$ cat src/rtl/uart_rx.sv
// uart_rx: oversampled UART receiver (7/8 data bits, optional parity, 1/2 stop) into a 1-entry holding register.
// Latency: data_valid rises one clk after the edge that decides the final stop bit; rxd adds 2 clk of sync delay.
// Backpressure: a single holding register; a completed character arriving while it is full and not handshaken is dropped and sets overrun.
// Optional feature: define UART_RX_MAJORITY_EN for 2-of-3 majority voting over samples M-1, M, M+1.
module uart_rx #(
    parameter int OVERSAMPLE = 16
) (
    input  logic       clk,
    input  logic       rst,
    input  logic       enable,
    input  logic       rx_enable,
    input  logic       parity_enable,
    input  logic       parity_odd,
    input  logic       data_len_7bit,
    input  logic       stop_2,
    input  logic       sample_tick,
    input  logic       rxd,
    output logic [7:0] data_out,
    output logic       data_valid,
    input  logic       data_ready,
    output logic       parity_err,
    output logic       frame_err,
    output logic       break_det,
    output logic       overrun,
    output logic       busy
);

    typedef enum logic [2:0] {
        IDLE   = 3'd0,
        START  = 3'd1,
        DATA   = 3'd2,
        PARITY = 3'd3,
        STOP1  = 3'd4,
        STOP2  = 3'd5
    } state_t;

    localparam int M = OVERSAMPLE / 2;
`ifdef UART_RX_MAJORITY_EN
    // The majority needs sample M+1, so every decision is one tick later.
    localparam logic [3:0] DEC_CNT = 4'(M + 1);
`else
    localparam logic [3:0] DEC_CNT = 4'(M);
`endif
    localparam logic [3:0] LAST_CNT = 4'(OVERSAMPLE - 1);

    // Synchroniser and sampled bit value
    logic rxd_m;
    logic rxd_s;
    logic bit_val;

    // Frame FSM state and datapath
    state_t     state_q;
    state_t     state_nxt;
    logic [3:0] cnt_q;
    logic [3:0] cnt_nxt;
    logic [3:0] cnt_inc;
    logic [2:0] idx_q;
    logic [2:0] idx_nxt;
    logic [2:0] last_idx;
    logic [7:0] shreg_q;
    logic [7:0] shreg_nxt;
    logic       perr_q;
    logic       perr_nxt;
    logic       ferr_q;
    logic       ferr_nxt;
    logic       pbit_q;
    logic       pbit_nxt;
    logic       done_q;
    logic       done_nxt;
    logic       run;
    logic       decide;
    logic       handshake;
    logic       brk_calc;

    // Two-flop synchroniser; idles high so reset never looks like a start bit.
    always_ff @(posedge clk) begin
        if (rst) begin
            rxd_m <= 1'b1;
            rxd_s <= 1'b1;
        end else begin
            rxd_m <= rxd;
            rxd_s <= rxd_m;
        end
    end

`ifdef UART_RX_MAJORITY_EN
    logic [1:0] hist_q;

    // Keep the two previous tick samples so the decision tick sees M-1, M and M+1.
    always_ff @(posedge clk) begin
        if (rst) begin
            hist_q <= 2'b11;
        end else if (sample_tick) begin
            hist_q <= {hist_q[0], rxd_s};
        end
    end

    assign bit_val = (rxd_s & hist_q[0]) | (rxd_s & hist_q[1]) | (hist_q[0] & hist_q[1]);
`else
    assign bit_val = rxd_s;
`endif

    assign run       = enable && rx_enable;
    assign decide    = sample_tick && (cnt_q == DEC_CNT);
    assign cnt_inc   = (cnt_q == LAST_CNT) ? 4'd0 : cnt_q + 4'd1;
    assign last_idx  = data_len_7bit ? 3'd6 : 3'd7;
    assign handshake = data_valid && data_ready;
    assign busy      = (state_q != IDLE);

    // Frame state register plus per-frame datapath registers.
    always_ff @(posedge clk) begin
        if (rst) begin
            state_q <= IDLE;
            cnt_q   <= 4'd0;
            idx_q   <= 3'd0;
            shreg_q <= 8'd0;
            perr_q  <= 1'b0;
            ferr_q  <= 1'b0;
            pbit_q  <= 1'b0;
            done_q  <= 1'b0;
        end else begin
            state_q <= state_nxt;
            cnt_q   <= cnt_nxt;
            idx_q   <= idx_nxt;
            shreg_q <= shreg_nxt;
            perr_q  <= perr_nxt;
            ferr_q  <= ferr_nxt;
            pbit_q  <= pbit_nxt;
            done_q  <= done_nxt;
        end
    end

    // Next-state logic: the sample counter wraps every OVERSAMPLE ticks, so a
    // bit is decided each time it passes DEC_CNT.
    always_comb begin
        state_nxt = state_q;
        cnt_nxt   = cnt_q;
        idx_nxt   = idx_q;
        shreg_nxt = shreg_q;
        perr_nxt  = perr_q;
        ferr_nxt  = ferr_q;
        pbit_nxt  = pbit_q;
        done_nxt  = 1'b0;

        if (!run) begin
            // Partial frame discarded; holding register untouched.
            state_nxt = IDLE;
            cnt_nxt   = 4'd0;
            idx_nxt   = 3'd0;
        end else begin
            if (state_q != IDLE && sample_tick) begin
                cnt_nxt = cnt_inc;
            end
            unique case (state_q)
                IDLE: begin
                    if (sample_tick && !rxd_s) begin
                        // The detection tick is sample 0.
                        state_nxt = START;
                        cnt_nxt   = 4'd1;
                        idx_nxt   = 3'd0;
                        shreg_nxt = 8'd0;
                        perr_nxt  = 1'b0;
                        ferr_nxt  = 1'b0;
                        pbit_nxt  = 1'b0;
                    end
                end
                START: begin
                    if (decide) begin
                        if (bit_val) begin
                            // False start: a short low glitch.
                            state_nxt = IDLE;
                            cnt_nxt   = 4'd0;
                        end else begin
                            state_nxt = DATA;
                        end
                    end
                end
                DATA: begin
                    if (decide) begin
                        shreg_nxt[idx_q] = bit_val;
                        if (idx_q == last_idx) begin
                            idx_nxt   = 3'd0;
                            state_nxt = parity_enable ? PARITY : STOP1;
                        end else begin
                            idx_nxt = idx_q + 3'd1;
                        end
                    end
                end
                PARITY: begin
                    if (decide) begin
                        pbit_nxt  = bit_val;
                        perr_nxt  = bit_val != ((^shreg_q) ^ parity_odd);
                        state_nxt = STOP1;
                    end
                end
                STOP1: begin
                    if (decide) begin
                        if (!bit_val) begin
                            ferr_nxt = 1'b1;
                        end
                        if (stop_2) begin
                            state_nxt = STOP2;
                        end else begin
                            // Leave mid-stop-bit so the next start edge is not missed.
                            state_nxt = IDLE;
                            cnt_nxt   = 4'd0;
                            done_nxt  = 1'b1;
                        end
                    end
                end
                STOP2: begin
                    if (decide) begin
                        if (!bit_val) begin
                            ferr_nxt = 1'b1;
                        end
                        state_nxt = IDLE;
                        cnt_nxt   = 4'd0;
                        done_nxt  = 1'b1;
                    end
                end
                default: begin
                    state_nxt = IDLE;
                    cnt_nxt   = 4'd0;
                end
            endcase
        end
    end

    // Break: framing error with an all-zero character and a zero parity bit.
    assign brk_calc = ferr_q && (shreg_q == 8'd0) && !(parity_enable && pbit_q);

    // Holding register: load on completion unless full and not being drained.
    always_ff @(posedge clk) begin
        if (rst) begin
            data_out   <= 8'd0;
            data_valid <= 1'b0;
            parity_err <= 1'b0;
            frame_err  <= 1'b0;
            break_det  <= 1'b0;
            overrun    <= 1'b0;
        end else begin
            if (done_q) begin
                if (!data_valid || handshake) begin
                    data_out   <= shreg_q;
                    parity_err <= perr_q;
                    frame_err  <= ferr_q;
                    break_det  <= brk_calc;
                    data_valid <= 1'b1;
                end else begin
                    overrun <= 1'b1;
                end
            end else if (handshake) begin
                data_valid <= 1'b0;
            end
            if (handshake) begin
                overrun <= 1'b0;
            end
        end
    end

endmodule

$ cat config.mk
export PLATFORM = sky130hd
export DESIGN_NAME = uart_rx
export DESIGN_NICKNAME = d
export VERILOG_FILES = /design/src/rtl/uart_rx.sv
export SDC_FILE = /design/constraint.sdc
export NUM_CORES = 1
export LEC_CHECK = 0
export BUFFER_PORTS_ARGS = -buffer_cell sky130_fd_sc_hd__buf_4
export CORE_MARGIN = 8
export CORE_UTILIZATION = 42
export DETAILED_ROUTE_END_ITERATION = 7
export PLACE_DENSITY = 0.71
export SLEW_MARGIN = 20
export SYNTH_ARGS = -nofsm -noshare
export SYNTH_HDL_FRONTEND = slang
export SYNTH_SLANG_ARGS = --single-unit
$ cat constraint.sdc
create_clock -name clk -period 3.3 [get_ports clk]
set_clock_uncertainty 0.1 [all_clocks]
set_input_delay 0.66 -clock clk [delete_from_list [all_inputs] [get_ports clk]]
set_output_delay 0.66 -clock clk [all_outputs]
set_load 0.005 [all_outputs]
* After elaboration in Yosys (flattened, before gate mapping)
Cells that the tools add are included.
** Cells by class
- Reduce and logical (&&, ||, !) cells :: 33
- Equal/unequal tests :: 19
- Bitwise logic cells :: 3
- Add/subtract/negate cells :: 2
- $lt $le $gt $ge :: 2
- Mux-type cells :: 46
** Operators with widths (count)
- $mux 3 :: 12
- $mux 4 :: 8
- $pmux 4 s5 :: 1
- $pmux 3 s6 :: 1
- $mux 8 :: 2
- $ne 2x2->1 const B :: 8
- $pmux 8 s2 :: 1
- $mux 1 :: 13
- $logic_and 1x1->1 :: 9
- $bwmux 8 :: 1
- $eq 4x4->1 const B :: 2
- $logic_not 8->1 :: 1
- $pmux 1 s2 :: 4
- $reduce_and 4->1 :: 2
- $reduce_bool 2->1 :: 4
- $reduce_or 2->1 :: 4
- $reduce_xor 8->1 :: 1
- $reduce_and 7->1 :: 1
- $eq 3x2->1 const B :: 2
- $eq 3x3->1 const B :: 2
- $pmux 3 s2 :: 1
- $reduce_and 2->1 :: 3
- $reduce_and 5->1 :: 1
- $add 4x1->4 const B :: 1
- other kinds (16) :: 20
** Word-level totals
- Output and inout bits :: 14
- Logic and storage cells :: 121
- Bits in registers :: 37
- Input bits :: 11

* Longest topological paths before layout
Gate-level depths: netlist (run 1).
- Word-level depth :: 7
- Depth in mapped cells :: 8

* Worst setup path before layout (run 1)
OpenSTA, ideal clock, no wires.
- Path type :: input port to flip-flop
- Start :: input port sample_tick
- End :: register shreg_q[0]
- Stages on the path :: 7
- Arrival :: 1.744 ns
- Path slack :: 1.326 ns
- Buffers on the path :: 3
- Library setup time :: 0.130 ns
- Path through :: buf_2 -> and4b_1 -> buf_4 -> a22oi_2 -> buf_2 -> o311ai_1 -> o31ai_1
** On the way
- Word-level cells in the longest chain between the ends :: 3
** Ends and longest elaborated chain
- start: declaration :: line 16 : input logic sample_tick,
- $logic_and 1x1->1 (on tied branches) :: line 156, 104
- $ne 2x2->1 (no source line)
- $reduce_and 4->1 (no source line) *
- end signal: assignment :: line 125 : shreg_q <= shreg_nxt;
- end: declaration :: line 60 : logic [7:0] shreg_q;
Every way passes the cells marked *; elsewhere a longest branch is shown, timed or not.
A chain may end at the register's enable or synchronous reset.

* Final worst setup path (run 1)
- Start :: register cnt_q[0]
- End :: register idx_q[2]
** On the way
- Word-level cells in the longest chain between the ends :: 4
** Ends and longest elaborated chain
- start: declaration :: line 54 : logic [3:0] cnt_q;
- start signal: assignment :: line 123 : cnt_q <= cnt_nxt;
- $eq 4x4->1 :: line 104 : assign decide = sample_tick && (cnt_q == DEC_CNT);
- $logic_and 1x1->1 :: line 104
- $ne 2x2->1 (no source line)
- $reduce_and 3->1 (no source line)
- end signal: assignment :: line 124 : idx_q <= idx_nxt;
- end: declaration :: line 57 : logic [2:0] idx_q;
Every way passes these cells.

==> summary.txt, run 1 <==
Timing
  • Final Hold Vio Count: 0
  • Max frequency: 0.4556 GHz
  • RSZ-0062 raised after global routing: false
  • Fin crit period: 2.195 ns
  • Relative slew slack: 57.89%
  • # setup viols final: 0
  • Setup TNS: 0 ns
  • Setup ws final: ~1.1 ns
  • Slew of the pin with the lowest slew margin: 0.6316 ns
  • Hold WS: ~0.32 ns
  • Final slew viol count: 0
  • Final worst-path cycle share: 66.51%

Floorplan
  • Core area: 4629 sq um
  • Die width: 84.50 microns
  • Die Ht: 84.50 microns
  • Initial Util: 42.57%
  • IO Pins: 25
  • Row cnt: 25
  • Die Footprint: 7140 sq um

Power
  • Sw Share: 23.28%
  • Comb power frac: 4.9%
  • Internal power: between 600 and 700 uW
  • Leak: 0.7554 nW
  • Peak supply drop: 0.1390 mV
  • Register share of total power: a little under three fifths
  • Cell area power density: 357.1 nW/um^2
  • Clock power frac: 38.6%
  • Switching pwr: roughly 190 uW
  • Power, Total: 795.8 uW

Synthesis
  • Seq/Total Area, Yosys: a little under two fifths
  • Top FF cell, synth: dfxtp_1
  • FFs w/ async S/R, synth: 0%
  • Netlist Area Pre-Place: 1971 sq um
  • Mapped Nets: 259
  • Yosys warning total: 0
  • Number of synthesized flops with an enable pin: 0
  • Post-Syn Area per Cell: just over 8 sq um
  • Number of cells produced by synthesis: 241
  • Synthesis-stage register bit count: 37
  • Count of different cell masters after synthesis: 47

Clock tree
  • Worst-Skew Late Latency: approximately 0.29 ns
  • Cts bufs inserted: 5
  • Cts repair resizes: 0
  • Sinks on Clock Net: 37
  • Post-CTS Setup Inserts: 0
  • Clk buf depth: 2
  • H-tree depth: 2
  • CTS tree: done
  • Clock-pin slew on the worst setup and hold paths: 0.08 ns
  • Cell chosen for the clock root: clkbuf_8
  • Hold Buf Count CTS: 0

Cells and area
  • Multi-input gate area: 1086 sq um
  • Number of antenna diodes: 0
  • Register area: 740.7 sq um
  • Final nets: 274
  • Non-Filler Instances: 311
  • Syn-to-layout area delta: 13.08%
  • Share of cells above drive strength 1: 15.18%
  • Final core utilization: 48.14%
  • Final instance area: 2228 sq um
  • Fillers: ~450

Worst setup path
  • Crit path kind: flop to flop
  • Crit Path Max Fanout: 14
  • CP startpoint: cnt_q[0]$_SDFF_PP0_
  • Critical path data arrival time: ~2.3 ns
  • Startpoint types: flop
  • Crit end category: flop
  • WP data required: about 3.4 ns
  • Reg2reg start: cnt_q[0]$_SDFF_PP0_

Global route
  • Overall Global Routing Usage: approximately 13%
  • Pin count of the biggest net entering global routing: 19
  • Vias in the first global route: 1620
  • First-pass GRT wire length: 7479 microns
  • Antenna violations before repair: 0
  • Remaining Overflow, GRT: 0

Place
  • IO Port Bufs: 24
  • Placer congestion estimate: 0.8563
  • Placed cell areas: 2146 sq um
  • Setup WS pre-CTS: 0.9938 ns
  • Placed cells: between 300 and 400
  • DP Wirelength: between 3000 and 4000 microns

Min path
  • Min-Delay Path Class: flop to flop
  • Min-delay src: rxd_m$_SDFF_PP1_

Detailed routing
  • # DRC: 0
  • Initial drt markers: 112
  • Post-DRT Antenna Nets: 0
  • Routed WL per cell: 14.02 microns
  • Drt via density: 5.695
  • Total iterations of the first detailed-routing run: 4
  • Vias: 1771
  • Routed WL: 4360 microns

Job
  • Max-Cap Viols: 0

Status
  • Status: complete, no violations
==> final cells by class <==
type,count,area share [%]
Clock buffer,6,3.257
Tap cell,54,3.032
Multi-Input combinational cell,170,48.74
Sequential cell,37,33.24
Inverter,17,2.864
Clock inverter,2,0.4492
Timing Repair Buffer,25,8.422
==> critical path, cell delays in order (launching register included) <==
cell and delay [ns]:
dfxtp_1 0.43, inv_1 0.09, ha_1 0.21, and4b_1 0.28, a22oi_2 0.55, nor2_1 0.11, a311o_1 0.33
==> state kept, by name (all words and copies together) (netlist names), 3 cells and up <==
name      flops
cnt_q         4
data_out      8
idx_q         3
shreg_q       8
state_q       3
==> kinds of logic (layout without fill, tap and decap cells) <==
family,Yosys count,after routing,synth area share [%]
buf+inv,34,50,7.302
flops,37,37,37.59
compound gates,66,66,22.35
simple gates,89,89,24.70
mux,1,1,0.5080
fa+ha+maj,7,7,4.444
xor+xnor,7,7,3.111
==> synth_stat cells, types with 3 or more instances <==
master,instances,area [sq um]
a211oi_1,3,22.52
a21oi_1,20,100.1
a22o_1,3,26.28
a31oi_1,8,50.05
buf_2,4,20.02
buf_4,3,22.52
clkbuf_1,10,37.54
dfxtp_1,37,740.7
ha_1,7,87.58
inv_1,16,60.06
nand2_1,23,86.33
nand2b_1,9,56.30
nand3_1,17,85.08
nand4b_1,3,26.28
nor2_1,10,37.54
nor3_1,5,25.02
o21a_1,3,22.52
o21ai_1,8,40.04
o311ai_1,8,70.07
or3b_1,3,26.28
xnor2_1,5,43.79
==> worst paths after layout <==
path                            to  slack (ns)  cells after the start
min             bit_val$_SDFF_PP1_        0.32                      1
max reg2reg  idx_q[2]$_SDFFE_PP0P_        1.11                      6
min reg2reg     bit_val$_SDFF_PP1_        0.32                      1
max          idx_q[2]$_SDFFE_PP0P_        1.11                      6
==> power by group through the flow <==
stage	logic (mW)	registers, mW	clock network (mW)
2_1_floorplan	0.0246	0.458	0
3_3_place_gp	0.0384	0.460	0
3_5_place_dp	0.0388	0.460	0
4_1_cts	0.0390	0.450	0.315
5_1_grt	0.0424	0.450	0.333
6_report	0.0389	0.450	0.307
==> metal layers <==
metal	GRT usage, %	wire length (microns)	share of wire [%]
met2	19.47	1958	45
met4	6.149	75	1.7
met1	15.29	1970	45
met3	4.195	355	8.1
met5	0	0	0
==> cell usage in the layout (no fill, tap or decap), drive strengths merged, types with 2 or more instances in the layout <==
cell    netlist  layout
ha            7       7
dfxtp        37      37
and3b         2       2
o311ai        8       8
o21a          3       3
buf           7      25
or3           2       2
a22o          3       3
nor2         10      10
xor2          2       2
nand2        24      24
nand3        17      17
or2           2       2
nand4         2       2
or4           2       2
o31ai         2       2
nand2b        9       9
xnor2         5       5
a211oi        3       3
a221oi        2       2
nor3b         2       2
nor3          6       6
clkinv        0       2
a31oi         8       8
inv          17      17
clkbuf       10       6
o21ai        10      10
nor4          2       2
or3b          3       3
a21oi        20      20
nand4b        3       3
Note: power is estimated with default switching activity, not from simulation.
==> inputs of run 2 (changes only) <==
--- a/config.mk
+++ b/config.mk
@@ -5,6 +5,7 @@
 export SDC_FILE = /design/constraint.sdc
 export NUM_CORES = 1
 export LEC_CHECK = 0
+export ABC_AREA = 1
 export BUFFER_PORTS_ARGS = -buffer_cell sky130_fd_sc_hd__buf_4
 export CORE_MARGIN = 8
 export CORE_UTILIZATION = 42
==> constraint.sdc (replaced) <==
create_clock -name clk -period 2.26 [get_ports clk]
set_clock_uncertainty 0.1 [all_clocks]
set_input_delay 0.452 -clock clk [delete_from_list [all_inputs] [get_ports clk]]
set_output_delay 0.452 -clock clk [all_outputs]
set_load 0.005 [all_outputs]
==> run 2 against run 1 <==
Against the previous run: global-route usage up 0.14 points; die area rose by 2.8%; hold slack worse by 0.068 ns; critical path depth decreased by 3.
==> summary.txt, run 2 <==
Status
  • Status: complete, no violations

Synthesis
  • Mux share of post-synthesis cell area: 0% (-0.51 points)
  • Simple-Gate Fraction of Synth Area: 34.79% (+10 points)
  • Synthesis-stage register bit count: 37 (unchanged)
  • Yosys warning total: 0 (unchanged)
  • Post-Syn Area per Cell: 6.537 sq um (-20%)
  • Synth Area in Compound Gates: 13.01% (-9.3 points)
  • Post-synth top cells: nand2_1 (78), inv_1 (45), dfxtp_1 (37)
  • Area leader, netlist: dfxtp_1
  • Main combinational cell family by area after synthesis: simple AND/OR/NAND/NOR gates
  • Adder-cell share of the synthesized area: 4.294% (-0.15 points)
  • XOR/XNOR Fraction of Synth Area: 0% (-3.1 points)
  • Count of different cell masters after synthesis: 26 (-45%)
  • Synth top area cells: dfxtp_1 (36%), nand2_1 (14%), inv_1 (8.3%)
  • Mapped Nets: 330 (+27%)
  • Number of cells produced by synthesis: 312 (+29%)
  • Seq/Total Area, Yosys: 36.32% (-1.3 points)
  • Yosys top cell area share: 36.32% (-1.3 points)
  • FFs w/ async S/R, synth: 0% (unchanged)
  • Netlist Area Pre-Place: 2039 sq um (+3.5%)
  • Number of synthesized flops with an enable pin: 0 (unchanged)
  • Top FF cell, synth: dfxtp_1
  • Most numerous cell in the Yosys netlist: nand2_1

Clock tree
  • Worst-Skew Late Latency: 0.29 ns (about the same)
  • Cts bufs inserted: 5 (unchanged)
  • Cell chosen for the clock root: clkbuf_8
  • CTS tree: done
  • Clk buf depth: 2 (unchanged)
  • Clock-pin slew on the worst setup and hold paths: 0.07 ns (about the same)
  • Post-CTS Setup Inserts: 0 (unchanged)
  • H-tree depth: 2 (unchanged)
  • Hold Buf Count CTS: 0 (unchanged)
  • Sinks on Clock Net: 37 (unchanged)
  • Cts repair resizes: 0 (unchanged)

Global route
  • M1 GR Usage: 16.34% (+1.1 points)
  • Overall Global Routing Usage: 12.75% (+0.14 points)
  • Met2 GRT Util: 19.96% (+0.49 points)
  • Met3 usage: 2.770% (-1.4 points)
  • Vias in the first global route: 1759 (+8.6%)
  • First-pass GRT wire length: 7831 microns (+4.7%)
  • Pin count of the biggest net entering global routing: 21 (+2)
  • Top Usage Layer GRT: met2
  • Antenna violations before repair: 0 (unchanged)
  • Remaining Overflow, GRT: 0 (unchanged)

Power
  • Peak supply drop: 0.2436 mV (+75%)
  • Leak: 1.072 nW (+42%)
  • Cell area power density: 564.5 nW/um^2 (+58%)

Detailed routing
  • # DRC: 0 (unchanged)
  • Routed WL: 4425 microns (+1.5%)
  • Total iterations of the first detailed-routing run: 4 (unchanged)
  • Routed WL per cell: 11.38 microns (-19%)
  • Initial drt markers: 83 (-26%)
  • Vias: 1982 (+12%)
  • Post-DRT Antenna Nets: 0 (unchanged)
  • Drt via density: 5.095 (-11%)

Cells and area
  • Number of antenna diodes: 0 (unchanged)
  • Most common cell after layout, fill and taps aside: nand2_1
  • Final instance area: 2370 sq um (+6.3%)
  • Biggest regs: data_out x8, shreg_q x8, cnt_q x4
  • Non-Filler Instances: 389 (+25%)
  • Syn-to-layout area delta: 16.20%
  • Share of cells above drive strength 1: 13.13% (-2.0 points)
  • Most frequent cells in the layout: nand2_1 (78), inv_1 (45), dfxtp_1 (37), nand3_1 (29), a21oi_1 (27)
  • Final nets: 352 (+28%)

Worst setup path
  • Critical path data arrival time: 1.23 ns (-1.05 ns)
  • Crit Path Max Fanout: 7 (-7)
  • Crit end category: primary output
  • Startpoint types: flop
  • WP data required: 1.71 ns (-1.67 ns)
  • FF-to-FF setup slack: 0.60 ns (-0.51 ns)
  • Crit path kind: flop to primary output

Min path
  • Min-Delay Path Class: primary input to flop

Timing
  • Slew of the pin with the lowest slew margin: 0.3744 ns (-0.2572 ns)
  • Final Hold Vio Count: 0 (unchanged)
  • Max frequency: 0.5609 GHz
  • Final worst-path cycle share: about four fifths
  • Hold WS: 0.2499 ns (-0.06831 ns)
  • Final slew viol count: 0 (unchanged)
  • RSZ-0062 raised after global routing: false
  • Setup ws final: 0.4772 ns (-0.6279 ns)
  • # setup viols final: 0 (unchanged)
  • Relative slew slack: 74.40% (+17 points)
  • Fin crit period: 1.783 ns
  • Setup TNS: 0 ns (unchanged)

Place
  • IO Port Bufs: 24 (unchanged)
  • Placed cell areas: 2250 sq um (+4.8%)
  • Setup WS pre-CTS: 0.5670 ns (-0.4269 ns)
  • Placer congestion estimate: 0.9407 (+9.9%)
  • Placed cells: 381 (+26%)
  • DP Wirelength: 3394 microns (+6.5%)

Floorplan
  • Initial Util: 43.47% (+0.90 points)
  • Row cnt: 25 (unchanged)
  • Die width: 85.69 microns (+1.4%)
  • IO Pins: 25 (unchanged)
  • Die Ht: 85.69 microns (+1.4%)
  • Core area: 4692 sq um (+1.4%)
  • Die Footprint: 7342 sq um (+2.8%)

Job
  • Max-Cap Viols: 0 (unchanged)
==> run 2: cell families after synthesis <==
family                     Yosys count
buffers and inverters               60
and+or+nand+nor                    158
DFF                                 37
AOI/OAI and AO/OA                   50
adders and majority gates            7
==> run 2: per-layer routing <==
| metal | up-vias | part of all wire (%) |
|---|---|---|
| li1 | 1059 | - |
| met4 | 0 | 1.9 |
| met2 | 42 | 45 |
| met5 | - | 0 |
| met3 | 8 | 4.5 |
| met1 | 873 | 49 |
==> run 2: path summary, 6_finish.rpt <==
| kind | endpoint | from | depth (start not counted) |
|---|---|---|---|
| worst min-delay path | rxd_m$_SDFF_PP1_ | rxd | 2 |
| worst min register to register | bit_val$_SDFF_PP1_ | rxd_m$_SDFF_PP1_ | 1 |
| worst max register to register | idx_q[1]$_SDFFE_PP0P_ | cnt_q[0]$_SDFF_PP0_ | 8 |
| worst max-delay path | busy | state_q[1]$_SDFFE_PP0P_ | 3 |
==> run 2: per-stage QoR <==
stage          util [%]  total power, mW
2_1_floorplan         -           0.7223
3_3_place_gp      47.95           0.7494
3_5_place_dp      47.95           0.7507
4_1_cts           50.51            1.356
5_1_grt           50.51            1.392
6_report          50.51            1.338
==> run 2: worst max-delay path: stages (launching register included) <==
cell and delay, ns:
dfxtp_1 0.39, nor2_2 0.19, nand2_1 0.18, buf_4 0.19
==> run 2: layout make-up <==
class	instances	area, sq um
Inverter	49	183.9
Multi-Input combinational cell	215	1062
Fill cell	448	2322
Sequential cell	37	740.7
Clock inverter	2	37.54
Clock buffer	6	82.58
Tap cell	54	67.56
Timing Repair Buffer	26	195.2
==> run 2: report_power, final <==
group / internal [mW] / total (mW) / switching, mW
registers: 0.655 / 0.659 / 0.00391
logic: 0.0292 / 0.0776 / 0.0484
clock network: 0.359 / 0.602 / 0.243
==> inputs of run 3 (changes only) <==
--- a/config.mk
+++ b/config.mk
@@ -5,12 +5,12 @@
 export SDC_FILE = /design/constraint.sdc
 export NUM_CORES = 1
 export LEC_CHECK = 0
-export ABC_AREA = 1
+export ABC_AREA = 0
 export BUFFER_PORTS_ARGS = -buffer_cell sky130_fd_sc_hd__buf_4
 export CORE_MARGIN = 8
 export CORE_UTILIZATION = 42
 export DETAILED_ROUTE_END_ITERATION = 7
-export PLACE_DENSITY = 0.71
+export PLACE_DENSITY = 0.73
 export SLEW_MARGIN = 20
 export SYNTH_ARGS = -nofsm -noshare
 export SYNTH_HDL_FRONTEND = slang
==> constraint.sdc (replaced) <==
create_clock -name clk -period 1.6 [get_ports clk]
set_clock_uncertainty 0.1 [all_clocks]
set_input_delay 0.32 -clock clk [delete_from_list [all_inputs] [get_ports clk]]
set_output_delay 0.32 -clock clk [all_outputs]
set_load 0.005 [all_outputs]
==> run 3 against run 2 <==
Against the previous run: the run now ends with setup timing left; final cell count is 7.7% lower; sequential power is 40% higher; die area is 2.7% lower; sequential share of layout area is 5.8 points lower; first-iteration DRC count is 40% higher; routed wire length is 34% higher; clock power is 5.1% higher; core utilization is 14 points higher; global-route usage is 2.5 points higher; critical endpoint is now state_q[1]$_SDFFE_PP0P_; largest power group unchanged.
==> summary.txt, run 3 (synthesis results as in run 1) <==
Job
  • Max-Cap Viols: 0 (unchanged)

Cells and area
  • Biggest regs: data_out x8, shreg_q x8, cnt_q x4
  • Number of antenna diodes: 0 (unchanged)
  • Final instance area: 2972 sq um (+25%)
  • Final core utilization: 64.19% (+14 points)
  • Syn-to-layout area delta: 50.79%
  • Share of cells above drive strength 1: 42.62% (+29 points)
  • Most frequent cells in the layout: buf_4 (65), dfxtp_1 (27), nand2_1 (22), a21oi_1 (19), nand3_1 (15)
  • Final nets: 322 (-8.5%)
  • Non-Filler Instances: 359 (-7.7%)
  • Most common cell after layout, fill and taps aside: buf_4

Detailed routing
  • Post-DRT Antenna Nets: 0 (unchanged)
  • # DRC: 0 (unchanged)
  • Vias: 2077 (+4.8%)
  • Drt via density: 5.786 (+14%)
  • Initial drt markers: 116 (+40%)
  • Routed WL per cell: 16.52 microns (+45%)
  • Routed WL: 5930 microns (+34%)
  • Total iterations of the first detailed-routing run: 4 (unchanged)

Global route
  • Vias in the first global route: 1960 (+11%)
  • Pin count of the biggest net entering global routing: 18 (-14%)
  • Overall Global Routing Usage: 15.25% (+2.5 points)
  • First-pass GRT wire length: 9004 microns (+15%)
  • Remaining Overflow, GRT: 0 (unchanged)
  • Antenna violations before repair: 0 (unchanged)

Timing
  • Max frequency: 0.5624 GHz
  • # setup viols final: 17 (+17)
  • Setup ws final: -0.1781 ns (-0.6553 ns)
  • Fin crit period: 1.778 ns
  • Final slew viol count: 0 (unchanged)
  • Relative slew slack: 46.29% (-28 points)
  • Final worst-path cycle share: 111.1%
  • Slew of the pin with the lowest slew margin: 0.8037 ns (+0.4294 ns)
  • RSZ-0062 raised after global routing: true
  • Final Hold Vio Count: 0 (unchanged)
  • Hold WS: 0.1107 ns (-0.1393 ns)

Power
  • Comb power frac: 8.5% (+2.7 points)
  • Switching pwr: 415.4 uW (+41%)
  • Clock power frac: 37.2% (-7.8 points)
  • Internal power: 1.288 mW (+24%)
  • Sw Share: 24.39% (+2.3 points)
  • Cell area power density: 573.1 nW/um^2 (+1.5%)
  • Leak: 1.069 nW (-0.21%)
  • Register share of total power: 54.3% (+5.1 points)
  • Peak supply drop: 0.2553 mV (+4.8%)

Worst setup path
  • Reg2reg start: cnt_q[1]$_SDFF_PP0_
  • Crit path kind: flop to flop
  • Crit-path slowest cell: or4_4
  • CP Cell Sequence: inv_2 -> ha_4 -> and4b_2 -> buf_6 -> nor3_4 -> or4_4 -> a31oi_1
  • Critical path data arrival time: 1.89 ns (+0.66 ns)
  • WP data required: 1.71 ns (about the same)
  • Buffer and inverter count on the worst path: 2 (+1)
  • Delay of the slowest critical-path stage: 0.41 ns (+0.02 ns)
  • CP startpoint: cnt_q[1]$_SDFF_PP0_
  • Crit end category: flop
  • Crit Path Max Fanout: 6 (-1)
  • Crit path max-delay family: simple AND/OR/NAND/NOR gates
  • Startpoint types: flop

Floorplan
  • IO Pins: 25 (unchanged)
  • Die width: 84.50 microns (-1.4%)
  • Initial Util: 42.57% (-0.90 points)
  • Die Ht: 84.50 microns (-1.4%)
  • Die Footprint: 7140 sq um (-2.7%)
  • Core area: 4629 sq um (-1.3%)
  • Row cnt: 25 (unchanged)

Place
  • Placed cell areas: 2485 sq um (+10%)
  • DP Wirelength: 3871 microns (+14%)
  • Placer congestion estimate: 0.9206 (-2.1%)
  • Placed cells: 344 (-9.7%)
  • IO Port Bufs: 24 (unchanged)
  • Setup WS pre-CTS: -0.2325 ns (-0.7995 ns)

Clock tree
  • H-tree depth: 2 (unchanged)
  • Worst-Skew Late Latency: 0.29 ns (about the same)
  • Clock-pin slew on the worst setup and hold paths: 0.08 ns (about the same)
  • Clk buf depth: 2 (unchanged)
  • Cell chosen for the clock root: clkbuf_8
  • Cts bufs inserted: 5 (unchanged)
  • Sinks on Clock Net: 37 (unchanged)
  • CTS tree: done

Min path
  • Min-Delay Path Class: primary input to flop
  • Min-delay src: rxd

Status
  • Failing checks: setup timing
  • Status: complete, but fails checks
run 3: cell count changes in the layout (fill, tap and decap cells not counted), sizes merged, moves of 12 or more:
cell   previous run  this run
nand2            78        24
buf              26        73
inv              48        17
nand3            31        17
nor2             24        10
nand4            14         2
run 3: metrics by stage:
stage | setup TNS (ns) | total power [mW]
final | -1.831 | 1.703
after global routing | -2.739 | 1.759
after CTS | -1.224 | 1.687
after detailed placement | -2.607 | 1.051
after global placement | -2.122 | 1.050
after floorplan | -0.05873 | 0.9993
run 3: timing repair:
action,in CTS,in global routing
endpoints found under the setup margin,22,22
pin swaps,14,6
setup buffers,5,2
resized for setup,36,26
hold buffers,0,0
run 3: power by group through the flow:
stage / Combinational, mW / Clock [mW] / Sequential [mW]
floorplan: 0.0539 / 0 / 0.945
global placement: 0.103 / 0 / 0.948
detailed placement: 0.104 / 0 / 0.948
CTS: 0.122 / 0.641 / 0.925
global route: 0.153 / 0.681 / 0.925
finish: 0.145 / 0.633 / 0.925
run 3: layer usage:
metal,GRT usage [%],vias up,share of wire (%)
met3,3.902,16,7.4
met4,6.472,0,2.7
met2,26.99,81,50
met5,0,-,0
li1,-,1000,-
met1,16.78,980,39
run 3: layout make-up:
class	count	area, sq um
fill	362	1658
multi-input combinational	170	1404
sequential	37	755.7
timing repair buffer	73	595.6
clock buffer	6	72.57
tap	54	67.56
inverter	17	66.31
clock inverter	2	10.01
run 3: worst paths after layout:
path / endpoint / slack, ns / cells after the start
setup / recovery: state_q[1]$_SDFFE_PP0P_ / -0.18 / 7
hold / removal: rxd_m$_SDFF_PP1_ / 0.11 / 2
setup reg to reg: state_q[1]$_SDFFE_PP0P_ / -0.18 / 7
hold reg to reg: bit_val$_SDFF_PP1_ / 0.32 / 1
